## config.mk

```make
export PLATFORM = sky130hd
export DESIGN_NAME = e_operand_stage
export DESIGN_NICKNAME = d
export VERILOG_FILES = /design/src/rtl/e_operand_stage.sv
export SDC_FILE = /design/constraint.sdc
export NUM_CORES = 1
export LEC_CHECK = 0
export ABC_AREA = 1
export CORE_ASPECT_RATIO = 1.2
export CORE_MARGIN = 4
export CORE_UTILIZATION = 42
export CTS_CLUSTER_SIZE = 24
export DETAILED_ROUTE_END_ITERATION = 10
export PLACE_DENSITY = 0.82
export REMOVE_ABC_BUFFERS = 1
export SLEW_MARGIN = 0
export SYNTH_ARGS = -nofsm -noshare
export SYNTH_HDL_FRONTEND = slang
export SYNTH_SLANG_ARGS = --single-unit
```

## constraint.sdc

```tcl
create_clock -name clk -period 1.15 [get_ports clk]
set_clock_uncertainty 0.2 [all_clocks]
set_input_delay 0.1725 -clock clk [delete_from_list [all_inputs] [get_ports clk]]
set_output_delay 0.1725 -clock clk [all_outputs]
set_load 0.01 [all_outputs]
```

## src/rtl/e_operand_stage.sv

```systemverilog
// ---------------------------------------------------------------------------
// e_operand_stage
//
// Execute-entry operand unit for the pipelined MIPS core.
//   * Resolves rs/rt operand forwarding from the M and W stages (M wins).
//   * Selects the ALU B operand from forwarded rt data, the immediate,
//     the rt field, the shamt field, or the constant 16.
//   * Registers the results in the D/E pipeline register with stall and
//     flush control. All outputs are registered: there is no combinational
//     path from any input to any output.
//
// Ports
//   clk, reset_n        : rising-edge clock, asynchronous active-low reset
//   stall, flush        : hold / bubble control (flush overrides stall)
//   d_valid             : incoming instruction valid
//   d_rs, d_rt          : source register numbers
//   d_rd1, d_rd2        : GRF read data for rs / rt
//   d_imm32, d_shamt    : extended immediate and shift-amount field
//   d_alusrc            : B-operand source select code
//   m_fwd_en/addr/data  : M-stage forwarding source
//   w_fwd_en/addr/data  : W-stage forwarding source
//   e_valid             : registered valid
//   e_alua, e_alub      : registered ALU operands
//   e_rtdata            : registered forwarded rt value (store data)
//   e_rs, e_rt          : registered register numbers
// ---------------------------------------------------------------------------
module e_operand_stage #(
    parameter int WIDTH   = 32,
    parameter int REG_AW  = 5,
    parameter int SHAMT_W = 5,
    parameter int SRC_W   = 3
) (
    input  logic               clk,
    input  logic               reset_n,
    input  logic               stall,
    input  logic               flush,
    input  logic               d_valid,
    input  logic [REG_AW-1:0]  d_rs,
    input  logic [REG_AW-1:0]  d_rt,
    input  logic [WIDTH-1:0]   d_rd1,
    input  logic [WIDTH-1:0]   d_rd2,
    input  logic [WIDTH-1:0]   d_imm32,
    input  logic [SHAMT_W-1:0] d_shamt,
    input  logic [SRC_W-1:0]   d_alusrc,
    input  logic               m_fwd_en,
    input  logic [REG_AW-1:0]  m_fwd_addr,
    input  logic [WIDTH-1:0]   m_fwd_data,
    input  logic               w_fwd_en,
    input  logic [REG_AW-1:0]  w_fwd_addr,
    input  logic [WIDTH-1:0]   w_fwd_data,
    output logic               e_valid,
    output logic [WIDTH-1:0]   e_alua,
    output logic [WIDTH-1:0]   e_alub,
    output logic [WIDTH-1:0]   e_rtdata,
    output logic [REG_AW-1:0]  e_rs,
    output logic [REG_AW-1:0]  e_rt
);

    // Operand 0 is rs (-> A), operand 1 is rt (-> B / store data).
    logic [REG_AW-1:0] w_src [2];
    logic [WIDTH-1:0]  w_grf [2];
    logic [WIDTH-1:0]  w_fwd [2];

    assign w_src[0] = d_rs;
    assign w_src[1] = d_rt;
    assign w_grf[0] = d_rd1;
    assign w_grf[1] = d_rd2;

    // Identical forwarding mux for each operand. Register 0 is hard-wired
    // in the GRF, so a producer targeting it must never be forwarded.
    generate
        for (genvar gi = 0; gi < 2; gi++) begin : g_fwd
            logic w_m_hit;
            logic w_w_hit;

            assign w_m_hit = m_fwd_en && (m_fwd_addr == w_src[gi]) && (w_src[gi] != '0);
            assign w_w_hit = w_fwd_en && (w_fwd_addr == w_src[gi]) && (w_src[gi] != '0);

            // M is the younger producer, so it takes priority over W.
            assign w_fwd[gi] = w_m_hit ? m_fwd_data :
                               w_w_hit ? w_fwd_data :
                                         w_grf[gi];
        end
    endgenerate

    // Sized casts zero-extend, or truncate when WIDTH is narrower than the field.
    logic [WIDTH-1:0] w_rt_ext;
    logic [WIDTH-1:0] w_shamt_ext;
    logic [WIDTH-1:0] w_const16;
    logic [WIDTH-1:0] w_alub;

    assign w_rt_ext    = WIDTH'(d_rt);
    assign w_shamt_ext = WIDTH'(d_shamt);
    assign w_const16   = WIDTH'(16);

    always_comb begin
        w_alub = '0;
        case (d_alusrc)
            SRC_W'(0): w_alub = w_fwd[1];
            SRC_W'(1): w_alub = d_imm32;
            SRC_W'(2): w_alub = w_rt_ext;
            SRC_W'(3): w_alub = w_shamt_ext;
            SRC_W'(4): w_alub = w_const16;   // lui implemented as a shift by 16
            default:   w_alub = '0;
        endcase
    end

    // D/E pipeline register.
    logic              r_valid;
    logic [WIDTH-1:0]  r_alua;
    logic [WIDTH-1:0]  r_alub;
    logic [WIDTH-1:0]  r_rtdata;
    logic [REG_AW-1:0] r_rs;
    logic [REG_AW-1:0] r_rt;

    always_ff @(posedge clk or negedge reset_n) begin
        if (!reset_n) begin
            r_valid  <= 1'b0;
            r_alua   <= '0;
            r_alub   <= '0;
            r_rtdata <= '0;
            r_rs     <= '0;
            r_rt     <= '0;
        end else if (flush) begin
            // A bubble is fully zeroed so downstream hazard logic sees rs=rt=0.
            r_valid  <= 1'b0;
            r_alua   <= '0;
            r_alub   <= '0;
            r_rtdata <= '0;
            r_rs     <= '0;
            r_rt     <= '0;
        end else if (!stall) begin
            r_valid  <= d_valid;
            r_alua   <= w_fwd[0];
            r_alub   <= w_alub;
            r_rtdata <= w_fwd[1];
            r_rs     <= d_rs;
            r_rt     <= d_rt;
        end
    end

    assign e_valid  = r_valid;
    assign e_alua   = r_alua;
    assign e_alub   = r_alub;
    assign e_rtdata = r_rtdata;
    assign e_rs     = r_rs;
    assign e_rt     = r_rt;

endmodule

```

==> metrics, run 1 <==
worst_ep grt=e_alub[10]$_DFFE_PN0P_/D; H-Tree Depth=3; # rows=49; Synth top area share=41.9%; Global Route Usage Sum=~95%; die span in x=121 µm; synthesized instance count=slightly below 1000; clk sinks=107; CTS max path bufs=2; root buffer cell=clkbuf_16; hpwl dp=20.1 mm; Synth area leader=dfrtp_1; Worst End Pin Type=register data pin; GR Overflow Total=1201; total CTS buffers=9; register area share after synthesis=41.9%; YS warnings=0; Synth cell types=28; synth top area cells=dfrtp_1 (42%), nand2_1 (27%), nand3_1 (18%); Avg Inst Size Synth=~6.6 µm²; Halt Stage=5_1_grt; Die Span Y=roughly 140 µm; initial core utilization=42.7%; pin count of the biggest net entering global routing=45; setup slack at placement=-1090 ps; port bufs=301; #FFs+latches synth=roughly 110; Error=[ERROR GRT-0232] Routing congestion too high. Check the congestion heatmap in the GUI.; # IOs=~300; Placer Congestion=0.941; Post-Place Cells=1520; mapped cell area=~6400 µm²; status=did not finish
synthesized netlist by cell type:
cell      number
buf_1          3
nand2_2        1
nand3_1      229
inv_2         10
clkbuf_1      23
buf_6          3
o22ai_1        3
buf_4          7
nand2_1      457
o21ai_1        2
or2_2          1
nor2_1        11
nor3_2         1
nand4_1        2
inv_1         53
o21ai_0       10
xor2_1         2
nor3_1         4
a221oi_1       5
nand2_4        1
o211ai_1       2
nand3_2        1
a21oi_1        2
nor2_2         2
buf_2         21
a22o_1         1
dfrtp_1      107
nor2_4         2
metal layers:
layer,overflow,track usage [%]
met1,8,85.4
met4,318,114
met5,0,15.1
met2,871,124
met3,4,72.0
metrics by stage:
stage	util [%]	hold WS, ps	area, µm²
after global placement	70.0	4.57	10500
after CTS	89.5	3.67	13400
after detailed placement	70.0	3.66	10500
after floorplan	-	-323	6100
what timing repair did:
action	CTS
pin swaps	117
resized for setup	978
hold buffers	7
buffers inserted	60
endpoints found under the hold margin	113
gates cloned	27
setup endpoints to repair	214
logic make-up after synthesis:
group                     count (synthesis)  synth area share (%)
xor gates and xnor gates                  2                 0.274
and+or+nand+nor                         712                  47.2
AOI/OAI and AO/OA                        25                  2.45
DFF                                     107                  41.9
buffers and inverters                   120                  8.22
==> run 2, diff against run 1 <==
Settings changed: CORE_ASPECT_RATIO 1.2 to unset, CORE_UTILIZATION 42 to 40, CTS_CLUSTER_SIZE 24 to unset, PLACE_DENSITY 0.82 to unset, PLACE_DENSITY_LB_ADDON set to 0.15.
==> run 2 against run 1 <==
Compared with the run above: the flow now finishes, with violations (negative hold slack, negative setup slack); synthesized cell count unchanged; area after synthesis did not move.
==> metrics, run 2 <==
Post-Synth Adder-Cell Area=0% (unchanged); ys async rst share=100% (unchanged); GR Overflow Total=0; synth top area cells=dfrtp_1 (42%), nand2_1 (27%), nand3_1 (18%) (unchanged); DR top layer=met4; Synth top area share=41.9% (unchanged); Metal-1 WL=about 14 mm; min-delay worst type=primary input to flip-flop; hpwl dp=19.4 mm (was 20.1 mm); max_cap viols=0; predominant post-synthesis flop cell=dfrtp_1 (unchanged); multiplexer share of the synthesized area=0% (unchanged); Slew HR=between 50% and 60%; crit path max fanout=14; core area=~15000 µm²; most frequent cells in the layout=nand2_1 (340), clkdlybuf4s50_1 (166), nand3_2 (146); simple-gate area share of the yosys netlist=47.2% (unchanged); Avg Inst Size Synth=6.62 µm² (unchanged); Power Density=about 820 nW/µm²; worst slew pin tran=around 630 ps; worst setup margin=-371 ps; final-report hold violation count=1; met2 wire length=between 15 and 20 mm; routed wl met3=between 5 and 6 mm; clk sinks=107 (unchanged); H-Tree Depth=3 (unchanged); worst vdd ir=0.000789 V; ordered cell list for the critical path=buf_6 > inv_4 > nand2_2 > nand2_2 > nand2_2 > nor2_4 > buf_6 > buf_12 > nand3_2 > nand3_2 > nand3_2 > nand2_1 > nand2_1 > nand2_1; crit path DAT=between 1500 and 2000 ps; Final setup viols=between 200 and 250; first-pass GRT wire length=around 51 mm; launch point of the worst reg-to-reg path=e_rtdata[29]; Setup crit start kind=primary input; most frequent cells after synthesis=nand2_1 (457), nand3_1 (229), dfrtp_1 (107) (unchanged); worst path bufs/invs=4; final worst-path cycle share=132%; CP endpoint=e_alub[31]; reg-to-reg slack, setup=-90 ps; Layout area overhead=118%; Layout fillers=640; WL final=about 43 mm; Synth cell types=28 (unchanged); YS warnings=0 (unchanged); die area=between 15000 and 20000 µm²; routed vias=between 10000 and 15000; synthesized instance count=966 (unchanged); Leak=6.99 nW; Setup CP Type=primary input to flip-flop; drt drc=0; remaining antenna violation count=0; Reg2Reg Depth=5; First DRT Iteration DRCs=roughly 1100; Slowest cell on crit path=nor2_4; root buffer cell=clkbuf_16 (unchanged); failing checks=negative hold slack, negative setup slack; commonest non-fill, non-tap cell in the layout=nand2_1; design area=around 14000 µm²; status=complete, but fails checks (was did not finish); total CTS buffers=9 (unchanged); logic depth of the worst setup path including buffers=14; RSZ-0062 raised after global routing=yes; EDFF count, synth=0 (unchanged); mapped cell area=6390 µm² (unchanged); crit path launch=d_rt[4]; crit-path leading delay family=simple AND/OR/NAND/NOR gates; routed wire length per instance=~26 µm; worst skew pair latency=roughly 370 ps; Synth Area in XOR/XNOR=0.274% (unchanged); Hold WS=-4.64 ps; Sum Neg Setup Slack=-40140 ps; die span in x=134 µm (was 121 µm); Die Span Y=134 µm (was 143 µm); Placer Congestion=0.898 (was 0.941); Synth area leader=dfrtp_1 (unchanged); WP data required=~1300 ps; Global Route Usage Sum=~37%; Vias/cell=between 6 and 7; # IOs=302 (unchanged); f_max=between 600 and 700 MHz; port bufs=301 (unchanged); area post-placement=10200 µm² (was 10500 µm²); slowest stage delay, CP=210 ps; pin count of the biggest net entering global routing=64; Pins Over Slew Limit=0; number of global-route vias before repair=between 9000 and 10000; drt pass-1 iters=5; Final Critical Period=about 1500 ps; most common cell in the netlist=nand2_1 (unchanged); Worst R2R End=e_rtdata[29]; register area share after synthesis=41.9% (unchanged); post-synthesis compound-gate area fraction=2.45% (unchanged); # rows=45 (was 49); initial antenna violation count=1; number of nets in the layout=around 1600; CTS clk-pin slew, worst paths=about 80 ps; combinational family with the most area after synthesis=simple AND/OR/NAND/NOR gates (unchanged); CTS max path bufs=2 (unchanged); CTS tree=done; initial core utilization=41.4% (was 42.7%); share of cells above drive strength 1=48.1%; #FFs+latches synth=107 (unchanged); critical path endpoint category=flip-flop
## run 2: cell counts after synthesis
No cell type changed its count.
## run 2: cells by family after synthesis
| kind of cell | Yosys count |
|---|---|
| xor+xnor | 2 |
| buf+inv | 120 |
| simple gates | 712 |
| compound gates | 25 |
| flops | 107 |
## run 2: what timing repair did
action / 4_1_cts / 5_1_grt
endpoints found under the hold margin: 116 / 0
setup buffers: 56 / 31
cloned: 21 / 5
hold buffers: 9 / 0
gates resized for setup: 854 / 278
pin swaps: 76 / 100
setup endpoints to repair: 214 / 203
## run 2: metal layers
| metal | global-route usage, % | vias up |
|---|---|---|
| met5 | 0 | - |
| met4 | 20.8 | 0 |
| met3 | 7.46 | 374 |
| met2 | 61.8 | 1009 |
| met1 | 43.3 | 4664 |
| li1 | - | 4016 |
## run 2: how the worst min path moves through the flow
stage,to,slack [ps],cells after the start,startpoint
after floorplan,e_alua[0],-320,0,reset_n
after global placement,e_alua[0],0.6,2,reset_n
after detailed placement,e_alua[0],-1,2,reset_n
after CTS,e_alub[4],-6,5,d_rt[4]
after global routing,e_rs[2],40,4,d_rs[2]
final,e_rs[2],-5,4,d_rs[2]
## run 2: report_power, final
group          internal, mW  leakage, nW  switching (mW)
Combinational          1.90         5.41            1.95
Clock                  1.80        0.144            1.65
Sequential             3.95         1.44           0.141
Total                  7.65         6.99            3.74
## run 2: final cells by class
| class | count | area, µm² | share of cell area [%] |
|---|---|---|---|
| clock inverter | 4 | 50.0 | 0.359 |
| tap | 211 | 264 | 1.89 |
| timing repair buffer | 503 | 5290 | 37.9 |
| antenna | 1 | 2.50 | 0.0179 |
| sequential | 107 | 2680 | 19.2 |
| inverter | 63 | 284 | 2.04 |
| clock buffer | 11 | 253 | 1.81 |
| multi-input combinational | 739 | 5120 | 36.7 |
## run 2: worst register-to-register path: cells and delay by family (launching register included)
family                 cells  cell delay, ps
DFF                        1             400
buffers and inverters      3             380
and+or+nand+nor            2             150
## run 2: stage by stage
stage / utilization (%) / setup WS (ps) / power [mW] / cells
final: 90.4 / -371 / 11.4 / 1639
after global routing: 90.4 / -513 / 11.6 / 1639
after CTS: 80.1 / -254 / 10.5 / 1603
after detailed placement: 66.3 / -1140 / 6.68 / 1503
after global placement: 66.3 / -1130 / 6.65 / 1503
after floorplan: - / -3330 / 4.92 / 909
Power figures use the tool's default switching activity.
==> run 3, diff against run 2 <==
Clock period 1.15 ns to 1.95 ns, I/O delays scaled along.
==> run 3 against run 2 <==
Compared with the run above: the flow now finishes without violations; critical endpoint is now e_alua[15]; routed wire length shrank 34%; final cell count shrank 8.0%; critical path type unchanged; highest routed layer unchanged; die area is the same; combinational power shrank 61%; largest cell class unchanged; power shrank 47%.
==> metrics, run 3 (synthesis results as in run 2) <==
root buffer cell=clkbuf_16 (unchanged); number of nets in the layout=1486 (was 1618); initial core utilization=41.4% (unchanged); Leak=5.46 nW (was 6.99 nW); # rows=45 (unchanged); launch point of the worst reg-to-reg path=e_valid (was e_rtdata[29]); die span in x=134 µm (unchanged); CTS max path bufs=2 (unchanged); final-report hold violation count=0 (was 1); drt drc=0 (unchanged); worst skew pair latency=350 ps (was 370 ps); core area=15400 µm² (unchanged); Vias/cell=5.24 (was 6.14); status=finished, final reports clean (was complete, but fails checks); min-delay worst type=primary input to flip-flop (unchanged); CTS clk-pin slew, worst paths=70 ps (was 80 ps); hpwl dp=19.3 mm (was 19.4 mm); port bufs=301 (unchanged); GR Overflow Total=0 (unchanged); final worst-path cycle share=a little over nine tenths; Hold Path Cell Cnt=3 (was 4); area post-placement=10000 µm² (was 10200 µm²); Worst R2R End=e_valid (was e_rtdata[29]); critical path endpoint category=flip-flop (unchanged); design area=10800 µm² (was 13900 µm²); Final setup viols=0 (was 207); worst slew pin tran=740 ps (was 633 ps); Setup crit start kind=primary input (unchanged); crit path DAT=1900 ps (was 1640 ps); reg-to-reg slack, setup=1050 ps (was -90 ps); initial antenna violation count=1 (unchanged); Hold WS=99.8 ps (was -4.64 ps); Global Route Usage Sum=29.7% (was 36.5%); Sum Neg Setup Slack=0 ps (was -40140 ps); Post-Place Cells=1478 (was 1503); Reg2Reg Depth=1 (was 5); share of cells above drive strength 1=9.34% (was 48.1%); WP data required=2000 ps (was 1260 ps); clk sinks=107 (unchanged); Power Density=556 nW/µm² (was 816 nW/µm²); Slew HR=50.3% (was 57.6%); max_cap viols=0 (unchanged); worst vdd ir=0.000423 V (was 0.000789 V); number of global-route vias before repair=7780 (was 9268); first-pass GRT wire length=42.0 mm (was 51.1 mm); remaining antenna violation count=0 (unchanged); RSZ-0062 raised after global routing=no (was yes); # IOs=302 (unchanged); routed vias=7904 (was 10100); min-delay src=d_rt[1] (was d_rs[2]); most frequent cells in the layout=nand2_1 (454), clkdlybuf4s50_1 (279), nand3_1 (229) (was nand2_1 (340), clkdlybuf4s50_1 (166), nand3_2 (146)); H-Tree Depth=3 (unchanged); Final Critical Period=approximately 1800 ps; Hold Path End=e_rt[1] (was e_rs[2]); CTS tree=done (unchanged); First DRT Iteration DRCs=496 (was 1145); Die Span Y=134 µm (unchanged); WL final=28.1 mm (was 42.8 mm); drt pass-1 iters=5 (unchanged); die area=18100 µm² (unchanged); Placer Congestion=0.887 (was 0.898); commonest non-fill, non-tap cell in the layout=nand2_1 (unchanged); crit path max fanout=8 (was 14); pin count of the biggest net entering global routing=53 (was 64); f_max=541 MHz; Setup CP Type=primary input to flip-flop (unchanged); total CTS buffers=9 (unchanged); Pins Over Slew Limit=0 (unchanged); Layout area overhead=68.7% (was 118%); routed wire length per instance=18.6 µm (was 26.1 µm); final std cells w/o fill=1508 (was 1639)
-- run 3: cell count changes in the layout (fill, tap and decap cells not counted), moves of 33 or more --
cell             before  now
buf_2                71    0
buf_4               114   36
buf_6                70    8
nand3_4              34    1
nand2_1             340  454
clkdlybuf4s50_1     166  279
nand2_4              62    1
nand3_2             146    0
nand3_1              50  229
nand2_2              55    3
-- run 3: area by class of cell --
cell class | instances | area (µm²)
fill | 1372 | 4650
timing repair buffer | 371 | 3970
multi-input combinational | 739 | 3290
sequential | 107 | 2680
tap | 211 | 264
inverter | 63 | 249
clock buffer | 10 | 239
clock inverter | 6 | 88.8
antenna | 1 | 2.50
-- run 3: critical path, cell delays in order --
cell           delay, ps
dlygate4sd2_1        260
inv_1                 80
buf_4                130
nand2_1               50
nand4_1              130
nor3_4               250
buf_6                160
nand2_8               80
buf_12               170
nand2_1               80
nand3_1               80
nand3_1               80
nand2_1               50
-- run 3: through the flow --
step / power [mW] / setup WS, ps / util [%]
2_1_floorplan: 2.90 / -2650 / -
3_3_place_gp: 3.88 / -439 / 65.0
3_5_place_dp: 3.90 / -453 / 65.0
4_1_cts: 5.99 / 12.5 / 68.4
5_1_grt: 6.21 / 11.7 / 69.9
6_report: 6.00 / 102 / 69.9
-- run 3: power breakdown --
group	switching, mW	internal (mW)
logic	0.720	0.805
registers	0.0653	2.33
clock network	0.913	1.16
total	1.70	4.30
-- run 3: worst max-delay path by stage --
| stage | start | endpoint | slack [ps] |
|---|---|---|---|
| after global placement | w_fwd_addr[1] | e_alua[15] | -440 |
| final | w_fwd_addr[1] | e_alua[15] | 100 |
| after floorplan | stall | e_alub[0] | -2650 |
| after CTS | d_rt[0] | e_alub[26] | 10 |
| after detailed placement | w_fwd_addr[1] | e_alua[15] | -450 |
| after global routing | w_fwd_addr[1] | e_alua[2] | 10 |
-- run 3: timing repair --
| action | 4_1_cts | 5_1_grt |
|---|---|---|
| setup endpoints to repair | 33 | 91 |
| resized for setup | 22 | 38 |
| hold buffers | 1 | 0 |
| endpoints found under the hold margin | 26 | 0 |
| cloned | 4 | 5 |
| buffers inserted | 4 | 0 |
| pin swaps | 3 | 11 |
-- run 3: per-layer routing --
metal  GRT usage (%)  part of all wire [%]  up-vias  wire length [µm]
li1                -                     -     3747                 -
met1            37.2                    39     3646             11000
met2            48.9                    47      432             13300
met3            6.60                   9.6       79              2680
met4            14.1                   4.2        0              1170
met5               0                     0        -                 0
